<file path="src/rtl/mc_controller.sv">
// rtl/mc_controller.sv - multicycle control FSM for the 16-bit accumulator/stack datapath
module mc_controller #(
    parameter int MEM_TIMEOUT = 15,
    parameter int CNT_W       = 4
) (
    input  logic       clk,
    input  logic       rst,
    input  logic [2:0] opcode,
    input  logic [8:0] func,
    input  logic       mem_ready,
    output logic       mem_read,
    output logic       mem_addr_sel,
    output logic       ir_write,
    output logic       pc_write,
    output logic       mdr_write,
    output logic [1:0] alu_a_sel,
    output logic       alu_b_sel,
    output logic [2:0] alu_op,
    output logic       reg_write,
    output logic       reg_dst,
    output logic [1:0] reg_src,
    output logic       instr_done,
    output logic       halted,
    output logic [1:0] err_code
);

    typedef enum logic [2:0] {
        S_FETCH, S_DECODE, S_MEM_RD, S_EXEC_P, S_EXEC_R, S_MOVE, S_HALT
    } state_t;

    localparam logic [CNT_W-1:0] CNT_LAST = CNT_W'(MEM_TIMEOUT > 0 ? MEM_TIMEOUT - 1 : 0);
    localparam logic             TO_EN    = (MEM_TIMEOUT != 0);

    state_t           state;
    logic [CNT_W-1:0] wait_cnt;
    logic [1:0]       err_q;
    logic             timeout;
    logic             func_ok;

    // Timeout fires only on a low-ready cycle; a ready on the last allowed cycle wins.
    assign timeout  = TO_EN && !mem_ready && (wait_cnt == CNT_LAST);
    assign func_ok  = $onehot(func) && !func[8];
    assign err_code = err_q;

    always_ff @(posedge clk or posedge rst) begin
        if (rst) begin
            state    <= S_FETCH;
            wait_cnt <= '0;
            err_q    <= 2'd0;
        end else begin
            case (state)
                S_FETCH, S_MEM_RD: begin
                    if (mem_ready) begin
                        state    <= (state == S_FETCH) ? S_DECODE : S_EXEC_P;
                        wait_cnt <= '0;
                    end else if (timeout) begin
                        state <= S_HALT;
                        err_q <= 2'd3;
                    end else begin
                        wait_cnt <= wait_cnt + CNT_W'(1);
                    end
                end
                S_DECODE: begin
                    wait_cnt <= '0;
                    case (opcode)
                        3'd0, 3'd1, 3'd4, 3'd5: state <= S_MEM_RD;
                        3'd3:                   state <= S_FETCH;
                        3'd2: begin
                            if (!func_ok) begin
                                state <= S_HALT;
                                err_q <= 2'd2;
                            end else if (func[0] || func[1]) begin
                                state <= S_MOVE;
                            end else if (func[7]) begin
                                state <= S_FETCH;
                            end else begin
                                state <= S_EXEC_R;
                            end
                        end
                        default: begin
                            state <= S_HALT;
                            err_q <= 2'd1;
                        end
                    endcase
                end
                S_EXEC_P, S_EXEC_R, S_MOVE: begin
                    state    <= S_FETCH;
                    wait_cnt <= '0;
                end
                default: state <= S_HALT;
            endcase
        end
    end

    // Outputs decode the current state; rst forces the quiet pattern so nothing strobes mid-abort.
    always_comb begin
        mem_read     = 1'b0;
        mem_addr_sel = 1'b0;
        ir_write     = 1'b0;
        pc_write     = 1'b0;
        mdr_write    = 1'b0;
        alu_a_sel    = 2'd0;
        alu_b_sel    = 1'b0;
        alu_op       = 3'd7;
        reg_write    = 1'b0;
        reg_dst      = 1'b0;
        reg_src      = 2'd0;
        instr_done   = 1'b0;
        halted       = 1'b0;
        if (!rst) begin
            case (state)
                S_FETCH: begin
                    mem_read  = 1'b1;
                    alu_b_sel = 1'b1;
                    alu_op    = 3'd0;
                    ir_write  = mem_ready;
                    pc_write  = mem_ready;
                end
                S_DECODE: begin
                    instr_done = (opcode == 3'd3) || (opcode == 3'd2 && func_ok && func[7]);
                end
                S_MEM_RD: begin
                    mem_read     = 1'b1;
                    mem_addr_sel = 1'b1;
                    mdr_write    = mem_ready;
                end
                S_EXEC_P: begin
                    alu_a_sel  = 2'd1;
                    reg_write  = 1'b1;
                    instr_done = 1'b1;
                    case (opcode)
                        3'd0:    alu_op = 3'd0;
                        3'd1:    alu_op = 3'd1;
                        3'd4:    alu_op = 3'd2;
                        3'd5:    alu_op = 3'd3;
                        default: alu_op = 3'd7;
                    endcase
                end
                S_EXEC_R: begin
                    reg_write  = 1'b1;
                    instr_done = 1'b1;
                    alu_a_sel  = 2'd2;
                    if (func[2])      alu_op = 3'd0;
                    else if (func[3]) alu_op = 3'd1;
                    else if (func[4]) alu_op = 3'd2;
                    else if (func[5]) alu_op = 3'd3;
                    else begin
                        alu_a_sel = 2'd3;
                        alu_op    = 3'd4;
                    end
                end
                S_MOVE: begin
                    reg_write  = 1'b1;
                    instr_done = 1'b1;
                    reg_dst    = func[0];
                    reg_src    = func[0] ? 2'd1 : 2'd2;
                end
                default: halted = 1'b1;
            endcase
        end
    end

endmodule
</file>
<file path="config.mk">
export PLATFORM = sky130hd
export DESIGN_NAME = mc_controller
export DESIGN_NICKNAME = d
export VERILOG_FILES = /design/src/rtl/mc_controller.sv
export SDC_FILE = /design/constraint.sdc
export NUM_CORES = 1
export LEC_CHECK = 0
export CAP_MARGIN = 20
export CORE_MARGIN = 2
export CORE_UTILIZATION = 35
export CTS_BUF_LIST = sky130_fd_sc_hd__clkbuf_16
export CTS_CLUSTER_SIZE = 24
export DETAILED_ROUTE_END_ITERATION = 6
export GPL_ROUTABILITY_DRIVEN = 0
export HOLD_SLACK_MARGIN = 0.15
export PLACE_DENSITY = 0.68
export REMOVE_ABC_BUFFERS = 1
export SETUP_SLACK_MARGIN = 0.2
export SYNTH_ARGS = -nofsm -noshare
export SYNTH_HDL_FRONTEND = slang
export SYNTH_SLANG_ARGS = --single-unit
</file>
<file path="constraint.sdc">
create_clock -name clk -period 7.3 [get_ports clk]
set_input_delay 2.19 -clock clk [delete_from_list [all_inputs] [get_ports clk]]
set_output_delay 2.19 -clock clk [all_outputs]
set_load 0.05 [all_outputs]
</file>
==> Yosys cells after proc, flatten, opt, wreduce, memory -nomap -nowiden <==
Index checks and enable logic that the tools add are counted.
{ "word_totals": {"inputBits": 15, "register_bits": 9} }
{ "op_classes": {"add_sub_neg": 9, "n_eq_ne": 18, "n_reduce_logical": 20, "n_mux": 50} }
{ "ops": {"columns": ["operator", "count"], "rows": [
  ["two-way mux 3 bit", 10],
  ["case mux 3 bit (3 select lines)", 3],
  ["two-way mux 1 bit", 21],
  ["two-way mux 2 bit", 8],
  ["== test 3 x 2 -> 1 bit, second input constant", 4],
  ["== test 3 bit, second input constant", 4],
  ["case mux 2 bit (2 select lines)", 3],
  ["case mux 3 bit (4 select lines)", 1],
  ["adder 1 x 1 -> 2 bit", 4],
  ["two-way mux 4 bit", 2],
  ["case mux 4 bit (2 select lines)", 1],
  ["OR reduction 4 bit", 2],
  ["adder 2 x 2 -> 3 bit", 2],
  ["== test 3 x 1 -> 1 bit, second input constant", 2],
  ["logical NOT 3 bit", 2],
  ["!= test 3 bit, second input constant", 2],
  ["OR reduction 6 bit", 1],
  ["AND reduction 5 bit", 1],
  ["OR reduction 5 bit", 1],
  ["adder 3 x 3 -> 4 bit", 1],
  ["adder 4 x 1 -> 4 bit", 1],
  ["adder 4 x 1 -> 4 bit, second input constant", 1],
  ["== test 4 x 1 -> 1 bit, second input constant", 1],
  ["== test 4 bit, second input constant", 1],
  ["other kinds (11)", 18]
]} }

==> Depth between registers and ports, before layout <==
Gate-level depths: netlist of run 1.
{ "logic_depth": {"word_depth": 11, "mapped_depth": 12, "mapped_depth_nobuf": 12} }

==> Worst setup path before layout of run 1 <==
Ideal clock, no wire load.
{ "synth_path": {"path_kind": "in2out", "startpoint": "input port func[0]", "endpoint": "output port instr_done", "slack_ns": -0.405, "arrival_time_ns": 5.515, "cell_stages": 12, "path_buffers": 0, "cell_sequence": "inv_1 -> fa_1 -> fa_1 -> fa_1 -> inv_1 -> fa_1 -> inv_1 -> fa_1 -> a211o_1 -> a211o_1 -> a21oi_1 -> a31o_1"} }
{ "synth_between": {"elab_chain_len": 11} }
{ "synth_lines": {"columns": ["element", "line_no", "text"], "rows": [
  ["from (decl)", "9", "input logic [8:0] func,"],
  ["adder 1 x 1 -> 2 bit (implied by the code)", "42", "assign func_ok = $onehot(func) && !func[8];"],
  ["adder 2 x 2 -> 3 bit (implied by the code)", "42", null],
  ["adder 3 x 3 -> 4 bit (implied by the code)", "42", null],
  ["adder 4 x 1 -> 4 bit (implied by the code)", "42", null],
  ["== test 4 x 1 -> 1 bit", "42", null],
  ["logical AND 1 bit", "42", null],
  ["logical AND 1 bit (2 in series)", "120", "instr_done = (opcode == 3'd3) || (opcode == 3'd2 && func_ok && func[7]);"],
  ["logical OR 1 bit", "120", null],
  ["case mux 1 bit (2 select lines)", "111", "case (state)"],
  ["two-way mux 1 bit", "110", "if (!rst) begin"],
  ["to (decl)", "22", "output logic instr_done,"]
]} }
Every way passes these cells.

==> Final worst setup path of run 1 <==
{ "layout_path": {"startpoint": "input port func[3]", "endpoint": "output port instr_done"} }
Same word-level chain as after synthesis.

==> reports/metrics.yaml, run 1 <==
max_stage_delay_ns: 0.54
ys_top_cells_by_count: "inv_1, nand2_1, a21oi_1"
wl_per_cell_microns: 12.67
drc: 0
use_met1_pct: 20.55
track_usage_pct: 16.37
endpoint_kind: "output pin"
critPathTopFamily: "adder cells"
syn_area_sq_um: 944.7
drt_pass1_iterations: 4
power.density_nw_per_um2: 336.0
min_path_type: "reg -> reg"
grt_overflow_total: 0
grt_first_pass_wirelength_mm: 4.174
cts_made_buffers: 3
crit_required_ns: 5.11
final_cells: 192
grt_max_degree: 22
drive_gt1_share_pct: 19.75
crit_type: "in -> out"
p_leak_nw: 0.6404
cp_num_buf_inv: 5
cts_tree: "done"
dieArea_sq_um: 3130
cp_max_fo: 2
area_growth_pct: 55.36
crit_chain: "buf_8 -> inv_4 -> fa_1 -> fa_1 -> fa_1 -> inv_2 -> fa_2 -> inv_2 -> fa_2 -> o211ai_1 -> a211o_1 -> a21oi_2 -> a31o_1 -> buf_12"
cts.path.max_buffers: 2
synth.most_common_cell: "inv_1"
ys.flop_type: "dfrtp_1"
grt_busiest_layer: "met2"
yosys.area.top_type_share_pct: 23.84
worstPathArrival_ns: 5.46
vdd_drop_max_mv: 0.2146
violations: "setup timing"
synth_edf_count: 0
rows: 18
port_buffers: 33
route.antenna.remaining_nets: 0
antenna_found_initial: 0
finalSetupViolations: 1
start_kind: "input pin"
die_h_microns: 55.95
core-area_sq_um: 2522
ys_seq_area_share_pct: 23.84
period_minus_slack_ns: 7.652
maxCapViolCount: 0
fillers: 223
crit_top_cell: "fa_1"
slew-limit-headroom_pct: 61.06
global_route.usage.met3_pct: 3.721
yosys.area.top_type: "dfrtp_1"
dp_cells: 184
syn_area_per_cell_sq_um: 7.872
routed_wl_mm: 2.433
hold_viol: 0
ctsHtreeMaxLevel: 1
grt_setup_unrepaired: "true"
insertion_delay_ns: 0.23
synth_area_leaders: "dfrtp_1, fa_1, inv_1, ha_1, a21oi_1"
fin_hold_ws_ns: 0.5151
clkTransAtPathRegs_ns: 0.04
place_area_sq_um: 1346
dp_hpwl_mm: 1.860
yosysWarnings: 0
stdcell_area_sq_um: 1468
async_flop_share_pct: 100.0
synth_cell_type_count: 39
grt_pass1_vias: 955
num_vias: 1000
fin_skew_ns: 0.004414
status: "finished, violations left"
tightestPinTransition_ns: 0.5841
nets: 188
post-route-period-util_pct: 104.8
synth_seq_cells: 9
num_antenna_cells: 0
drt_iter0_markers: 29
cts.root.buffer_cell: "clkbuf_16"
initial_utilization_pct: 37.45
avgViaCountPerCell: 5.208
tns_ns: -0.3517
ios: 34
fmax_mhz: 130.7
setup_slack_ns: -0.3517
crit_slowest_cell: "fa_1"
synth_cells: 120
clock-sinks: 9
fp.dieW_microns: 55.95
finalMaxSlewViolations: 0
cts_hold_buf: 0
grtUsageMet2_pct: 28.91
==> worst min-delay path, cell delays in order (launching register included) <==
cell and delay [ns]:
dfrtp_1 0.34, o2bb2ai_1 0.07, nand2_1 0.07
==> layout make-up <==
type | count | area (sq um) | area share (%)
Clock inverter | 1 | 3.754 | 0.2558
Sequential cell | 9 | 225.2 | 15.35
Clock buffer | 3 | 75.07 | 5.115
Inverter | 17 | 66.31 | 4.518
Timing Repair Buffer | 45 | 431.7 | 29.41
Tap cell | 30 | 37.54 | 2.558
Multi-Input combinational cell | 87 | 628.1 | 42.80
==> cells in the final DEF (no fill, tap or decap), drive strengths merged <==
cell           synthesis  layout
clkdlybuf4s50          0      29
inv                   17      18
buf                    4      16
nand2                 12      12
a21oi                 10      10
nor2                   9       9
dfrtp                  9       9
o21ai                  6       6
nand3                  5       5
ha                     5       5
fa                     5       5
nor3                   4       4
nor4                   4       4
clkbuf                 3       3
a211o                  2       2
o211ai                 2       2
nand2b                 2       2
o22ai                  2       2
o21a                   2       2
nand4bb                1       1
or3                    1       1
or2                    1       1
o41ai                  1       1
a41oi                  1       1
a22o                   1       1
o31ai                  1       1
nor2b                  1       1
or4b                   1       1
o311ai                 1       1
a31o                   1       1
or3b                   1       1
nor4b                  1       1
and3                   1       1
and2                   1       1
o2bb2ai                1       1
a32o                   1       1
==> sequential cells by signal (all words and copies together) (netlist names) <==
signal	count
state	3
err_code	2
wait_cnt	4
==> layer usage <==
layer  part of all wire, %  vias to the layer above
met5                     0                        -
li1                      -                      503
met4                  0.70                        0
met2                    48                       36
met3                   5.8                        2
met1                    46                      459
==> path summary, 6_finish.rpt <==
check	startpoint	end	slack [ns]	depth (start not counted)
setup / recovery	func[3]	instr_done	-0.35	14
hold / removal	err_code[0]	err_code[0]	0.52	2
setup reg to reg	state[1]	err_code[1]	5.71	4
hold reg to reg	err_code[0]	err_code[0]	0.52	2
max in group asynchronous	rst	wait_cnt[3]	4.48	2
min in group asynchronous	rst	wait_cnt[2]	2.51	2
==> per-stage QoR <==
stage	util, %	power [W]	setup WS [ns]
after floorplan	-	0.0002912	-0.4046
after detailed placement	53.37	0.0003911	-0.9452
after global placement	53.37	0.0003879	-0.8766
after global routing	58.18	0.0005243	-0.4725
final	58.18	0.0004932	-0.3517
after CTS	57.64	0.0004953	-0.4688
==> power breakdown <==
part,switching (W),total (W),internal [W]
combinational,0.000171,0.000289,0.000118
clock,0.0000230,0.0000945,0.0000715
sequential,0.0000425,0.000110,0.0000671
==> logic make-up (layout without fill, tap and decap cells) <==
kind of cell	Yosys count	count (layout)	synth area share (%)
simple gates	45	45	26.09
compound gates	32	32	22.25
fa+ha+maj	10	10	17.22
buf+inv	24	66	10.60
flops	9	9	23.84
==> timing repair <==
item,4_1_cts,5_1_grt
pin swaps,9,9
buffers inserted,3,1
endpoints found under the setup margin,1,1
gates resized for setup,23,2
No activity file was read; power rests on OpenSTA's default activity.
==> inputs of run 2 (changes only) <==
--- a/config.mk
+++ b/config.mk
@@ -6,16 +6,18 @@
 export NUM_CORES = 1
 export LEC_CHECK = 0
 export CAP_MARGIN = 20
+export CELL_PAD_IN_SITES_DETAIL_PLACEMENT = 1
+export CELL_PAD_IN_SITES_GLOBAL_PLACEMENT = 1
 export CORE_MARGIN = 2
-export CORE_UTILIZATION = 35
+export CORE_UTILIZATION = 28
 export CTS_BUF_LIST = sky130_fd_sc_hd__clkbuf_16
 export CTS_CLUSTER_SIZE = 24
 export DETAILED_ROUTE_END_ITERATION = 6
 export GPL_ROUTABILITY_DRIVEN = 0
 export HOLD_SLACK_MARGIN = 0.15
-export PLACE_DENSITY = 0.68
+export PLACE_DENSITY_LB_ADDON = 0.1
 export REMOVE_ABC_BUFFERS = 1
-export SETUP_SLACK_MARGIN = 0.2
+export SETUP_SLACK_MARGIN = 0.05
 export SYNTH_ARGS = -nofsm -noshare
 export SYNTH_HDL_FRONTEND = slang
 export SYNTH_SLANG_ARGS = --single-unit
==> run 2 against run 1 <==
Against the previous run:
- the flow still finishes with violations (setup timing)
- design area increased by 3.4%
- combinational power is 3% higher
- total power rose by 3.0%
- sequential power is 4% higher
- global-route usage increased by 1.9 points
- clock power up 0.7%
- sequential cell count is the same
==> reports/metrics.yaml, run 2 (synthesis results as in run 1) <==
status: "finished, violations left"
violations: "setup timing"
final_cell_mix: "clkdlybuf4s50_1, buf_4, inv_1"
dp_cells: 201
clock-sinks: 9
post-route-period-util_pct: 105.2
dp_hpwl_mm: 2.283
num_antenna_cells: 0
drive_gt1_share_pct: 21.08
port_buffers: 33
wl_per_cell_microns: 14.18
area_growth_pct: 60.66
fin_hold_ws_ns: 0.5104
max_stage_delay_ns: 0.55
maxCapViolCount: 0
crit_top_cell: "fa_1"
regMostFlops: "wait_cnt"
period_minus_slack_ns: 7.676
min_path_type: "reg -> reg"
cp_max_fo: 2
largest_register_ffs: 4
p_leak_nw: 0.6631
power.density_nw_per_um2: 334.6
rows: 21
fp.dieW_microns: 62.09
mostFrequentLayoutCell: "clkdlybuf4s50_1"
grt_pass1_vias: 1077
grt_first_pass_wirelength_mm: 5.037
cts_tree: "done"
hold_viol: 0
clkTransAtPathRegs_ns: 0.04
grt_max_degree: 22
crit_chain: "buf_8 -> inv_4 -> fa_1 -> fa_1 -> fa_1 -> inv_2 -> fa_2 -> inv_2 -> fa_2 -> o211ai_1 -> a211o_1 -> a21oi_2 -> a31o_1 -> buf_12"
num_vias: 1023
core-area_sq_um: 3284
die_h_microns: 62.09
critPathTopFamily: "adder cells"
drt_pass1_iterations: 2
tightestPinTransition_ns: 0.6261
slew-limit-headroom_pct: 58.26
cts_hold_buf: 0
nets: 192
crit_slowest_cell: "fa_1"
drt_iter0_markers: 33
cts_made_buffers: 3
fin_skew_ns: 0.002107
grt_overflow_total: 0
fmax_mhz: 130.3
track_usage_pct: 18.24
routed_wl_mm: 3.007
cp_num_buf_inv: 5
antenna_found_initial: 0
ctsHtreeMaxLevel: 1
finalSetupViolations: 1
dieArea_sq_um: 3855
crit_required_ns: 5.11
insertion_delay_ns: 0.23
final_cells: 212
drc: 0
route.antenna.remaining_nets: 0
setup_slack_ns: -0.3764
finalMaxSlewViolations: 0
ios: 34
avgViaCountPerCell: 4.825
cts.root.buffer_cell: "clkbuf_16"
vdd_drop_max_mv: 0.1740
endpoint_kind: "output pin"
cts.path.max_buffers: 2
final_core_util_pct: 46.21
worstPathArrival_ns: 5.49
crit_type: "in -> out"
initial_utilization_pct: 28.76
grt_setup_unrepaired: "true"
start_kind: "input pin"
-- run 2: cell count changes in the layout (fill, tap and decap cells not counted), sizes merged --
cell / before / now
buf: 16 / 20
-- run 2: where the power goes --
group / switching (W) / internal, W / total, W
sequential: 0.0000469 / 0.0000670 / 0.000114
combinational: 0.000178 / 0.000121 / 0.000299
clock: 0.0000237 / 0.0000715 / 0.0000952
-- run 2: cell type report --
type / count / area, sq um
tap: 46 / 57.56
clock buffer: 3 / 75.07
fill: 411 / 1767
multi-input combinational: 87 / 628.1
sequential: 9 / 225.2
timing repair buffer: 49 / 461.7
inverter: 17 / 66.31
clock inverter: 1 / 3.754
-- run 2: worst reg2reg max path: cells and delay by family, from the launching register on --
family	cells	cell delay, ns
and+or+nand+nor	2	0.74
DFF	1	0.60
AOI/OAI and AO/OA	2	0.18
-- run 2: path summary, 6_finish.rpt --
check	startpoint	end	slack [ns]	cells after the start
min	err_code[0]	err_code[0]	0.51	2
min in group asynchronous	rst	wait_cnt[3]	2.51	2
max	func[3]	instr_done	-0.38	14
min reg2reg	err_code[0]	err_code[0]	0.51	2
max reg2reg	state[1]	err_code[1]	5.66	4
max in group asynchronous	rst	wait_cnt[1]	4.49	2
-- run 2: layer usage --
layer	global-route usage (%)	part of all wire (%)	up-vias
li1	-	-	513
met1	23.83	47	485
met3	4.969	3.9	2
met2	30.21	48	23
met4	3.647	0.53	0
met5	0	0	-
-- run 2: timing repair --
action,4_1_cts,5_1_grt
resized for setup,22,1
buffers inserted,7,0
endpoints found under the setup margin,1,1
pin swaps,10,9
-- run 2: through the flow --
step	cell area, sq um	total power (W)	worst slack [ns]	setup TNS [ns]
after floorplan	908.4	0.0002912	-0.4046	-0.5057
after global placement	1374	0.0003952	-0.9197	-0.9197
after detailed placement	1374	0.0004053	-1.024	-1.024
after CTS	1511	0.0005137	-0.5478	-0.5478
after global routing	1518	0.0005448	-0.5370	-0.5370
final	1518	0.0005078	-0.3764	-0.3764
==> inputs of run 3 (changes only) <==
--- a/config.mk
+++ b/config.mk
@@ -16,7 +16,6 @@
 export GPL_ROUTABILITY_DRIVEN = 0
 export HOLD_SLACK_MARGIN = 0.15
 export PLACE_DENSITY_LB_ADDON = 0.1
-export REMOVE_ABC_BUFFERS = 1
 export SETUP_SLACK_MARGIN = 0.05
 export SYNTH_ARGS = -nofsm -noshare
 export SYNTH_HDL_FRONTEND = slang
==> run 3 against run 2 <==
Against the previous run:
- the run still ends with setup timing left
- fmax is 0.10% higher
- non-clock buffer count is 3 lower
- first-iteration DRC count up 130%
- setup slack better by 0.0077 ns
- combinational power about the same
- count of clock-buffer cells in the layout unchanged
- die area is the same
- hold slack better by 0.0015 ns
- critical endpoint unchanged
- highest routed layer is now met3
==> reports/metrics.yaml, run 3 (synthesis results as in run 1) <==
status: "finished, violations left"
violations: "setup timing"
multi_input_area_sq_um: 636.9
nets: 189
fin_hold_ws_ns: 0.5119
finalSetupViolations: 1
num_vias: 1028
post-route-period-util_pct: 105.1
maxCapViolCount: 0
mostFrequentLayoutCell: "clkdlybuf4s50_1"
crit_type: "in -> out"
port_buffers: 33
antenna_found_initial: 0
grt_first_pass_wirelength_mm: 4.830
final_cell_mix: "clkdlybuf4s50_1, inv_1, buf_4"
start_kind: "input pin"
setup_slack_ns: -0.3687
power.density_nw_per_um2: 336.7
final_core_util_pct: 45.87
vdd_drop_max_mv: 0.1618
seq_area_sq_um: 225.2
num_antenna_cells: 0
grt_max_degree: 22
avgViaCountPerCell: 4.919
crit_required_ns: 5.11
ctsHtreeMaxLevel: 1
p_leak_nw: 0.6599
insertion_delay_ns: 0.23
die_h_microns: 62.09
wl_per_cell_microns: 14.02
fp.dieW_microns: 62.09
drc: 0
grt_overflow_total: 0
period_minus_slack_ns: 7.669
cts.root.buffer_cell: "clkbuf_16"
dieArea_sq_um: 3855
track_usage_pct: 16.74
grt_setup_unrepaired: "true"
rows: 21
clock-sinks: 9
route.antenna.remaining_nets: 0
dp_hpwl_mm: 2.299
initial_utilization_pct: 28.76
fillers: 399
grt_pass1_vias: 1027
finalMaxSlewViolations: 0
cts_tree: "done"
endpoint_kind: "output pin"
cts_made_buffers: 3
clkTransAtPathRegs_ns: 0.04
routed_wl_mm: 2.931
drt_iter0_markers: 76
core-area_sq_um: 3284
hold_viol: 0
area_growth_pct: 59.47
drive_gt1_share_pct: 20.25
fin_skew_ns: 0.0005723
fmax_mhz: 130.4
worstPathArrival_ns: 5.48
slew-limit-headroom_pct: 57.45
ios: 34
largest_register_ffs: 4
syn_nets: 145
min_path_type: "reg -> reg"
cts.path.max_buffers: 2
cts_hold_buf: 0
cp_max_fo: 2
drt_pass1_iterations: 4
tightestPinTransition_ns: 0.6383
regMostFlops: "wait_cnt"
## run 3: cell count changes in the layout (fill, tap and decap cells not counted)
cell,change
dlymetal6s2s_1,+1
a31o_4,+1
a31o_1,-1
buf_4,-3
clkdlybuf4s50_1,-1
## run 3: cell type report
type	instances	area share, %
repair buffers	46	29.32
clock buffers	3	4.983
inverters	17	4.402
clock inverters	1	0.2492
multi-input cells	87	42.28
flip-flops and latches	9	14.95
well taps	46	3.821
## run 3: timing repair
action | in CTS | in global routing
resized for setup | 20 | 1
setup endpoints to repair | 1 | 1
buffers inserted | 5 | 1
pin swaps | 10 | 9
## run 3: layer usage
metal,up-vias,GRT usage [%],part of all wire [%]
met3,0,2.484,2.9
met1,500,22.82,42
met5,-,0,0
met4,0,0.9119,0
met2,24,29.32,55
li1,504,-,-
## run 3: power breakdown
part / internal (W) / switching, W
Sequential: 0.0000671 / 0.0000458
Combinational: 0.000122 / 0.000177
Clock: 0.0000716 / 0.0000240
Total: 0.000260 / 0.000247
## run 3: metrics by stage
| step | setup TNS (ns) | total power, W | cells | area [sq um] | worst slack, ns |
|---|---|---|---|---|---|
| floorplan | -0.1607 | 0.0003055 | 120 | 962.2 | -0.1607 |
| global placement | -0.7735 | 0.0003972 | 199 | 1376 | -0.7735 |
| detailed placement | -0.8662 | 0.0004062 | 199 | 1376 | -0.8662 |
| CTS | -0.4268 | 0.0005107 | 208 | 1496 | -0.4268 |
| global route | -0.4761 | 0.0005404 | 209 | 1506 | -0.4761 |
| finish | -0.3687 | 0.0005072 | 209 | 1506 | -0.3687 |
## run 3: critical path, stage by stage
cell      delay [ns]
buf_8           0.08
inv_4           0.03
fa_1            0.54
fa_1            0.43
fa_1            0.45
inv_2           0.07
fa_2            0.20
inv_2           0.04
fa_2            0.52
o211ai_1        0.11
a211o_1         0.32
a21oi_2         0.19
a31o_4          0.18
buf_12          0.13
## run 3: path summary, 6_finish.rpt
path / startpoint / slack, ns / end / depth (start not counted)
worst max-delay path: func[3] / -0.37 / instr_done / 14
worst min-delay path: err_code[0] / 0.51 / err_code[0] / 2
worst max register to register: state[1] / 5.64 / err_code[1] / 4
worst min register to register: err_code[0] / 0.51 / err_code[0] / 2
max in group asynchronous: rst / 4.47 / wait_cnt[1] / 2
min in group asynchronous: rst / 2.53 / state[1] / 2
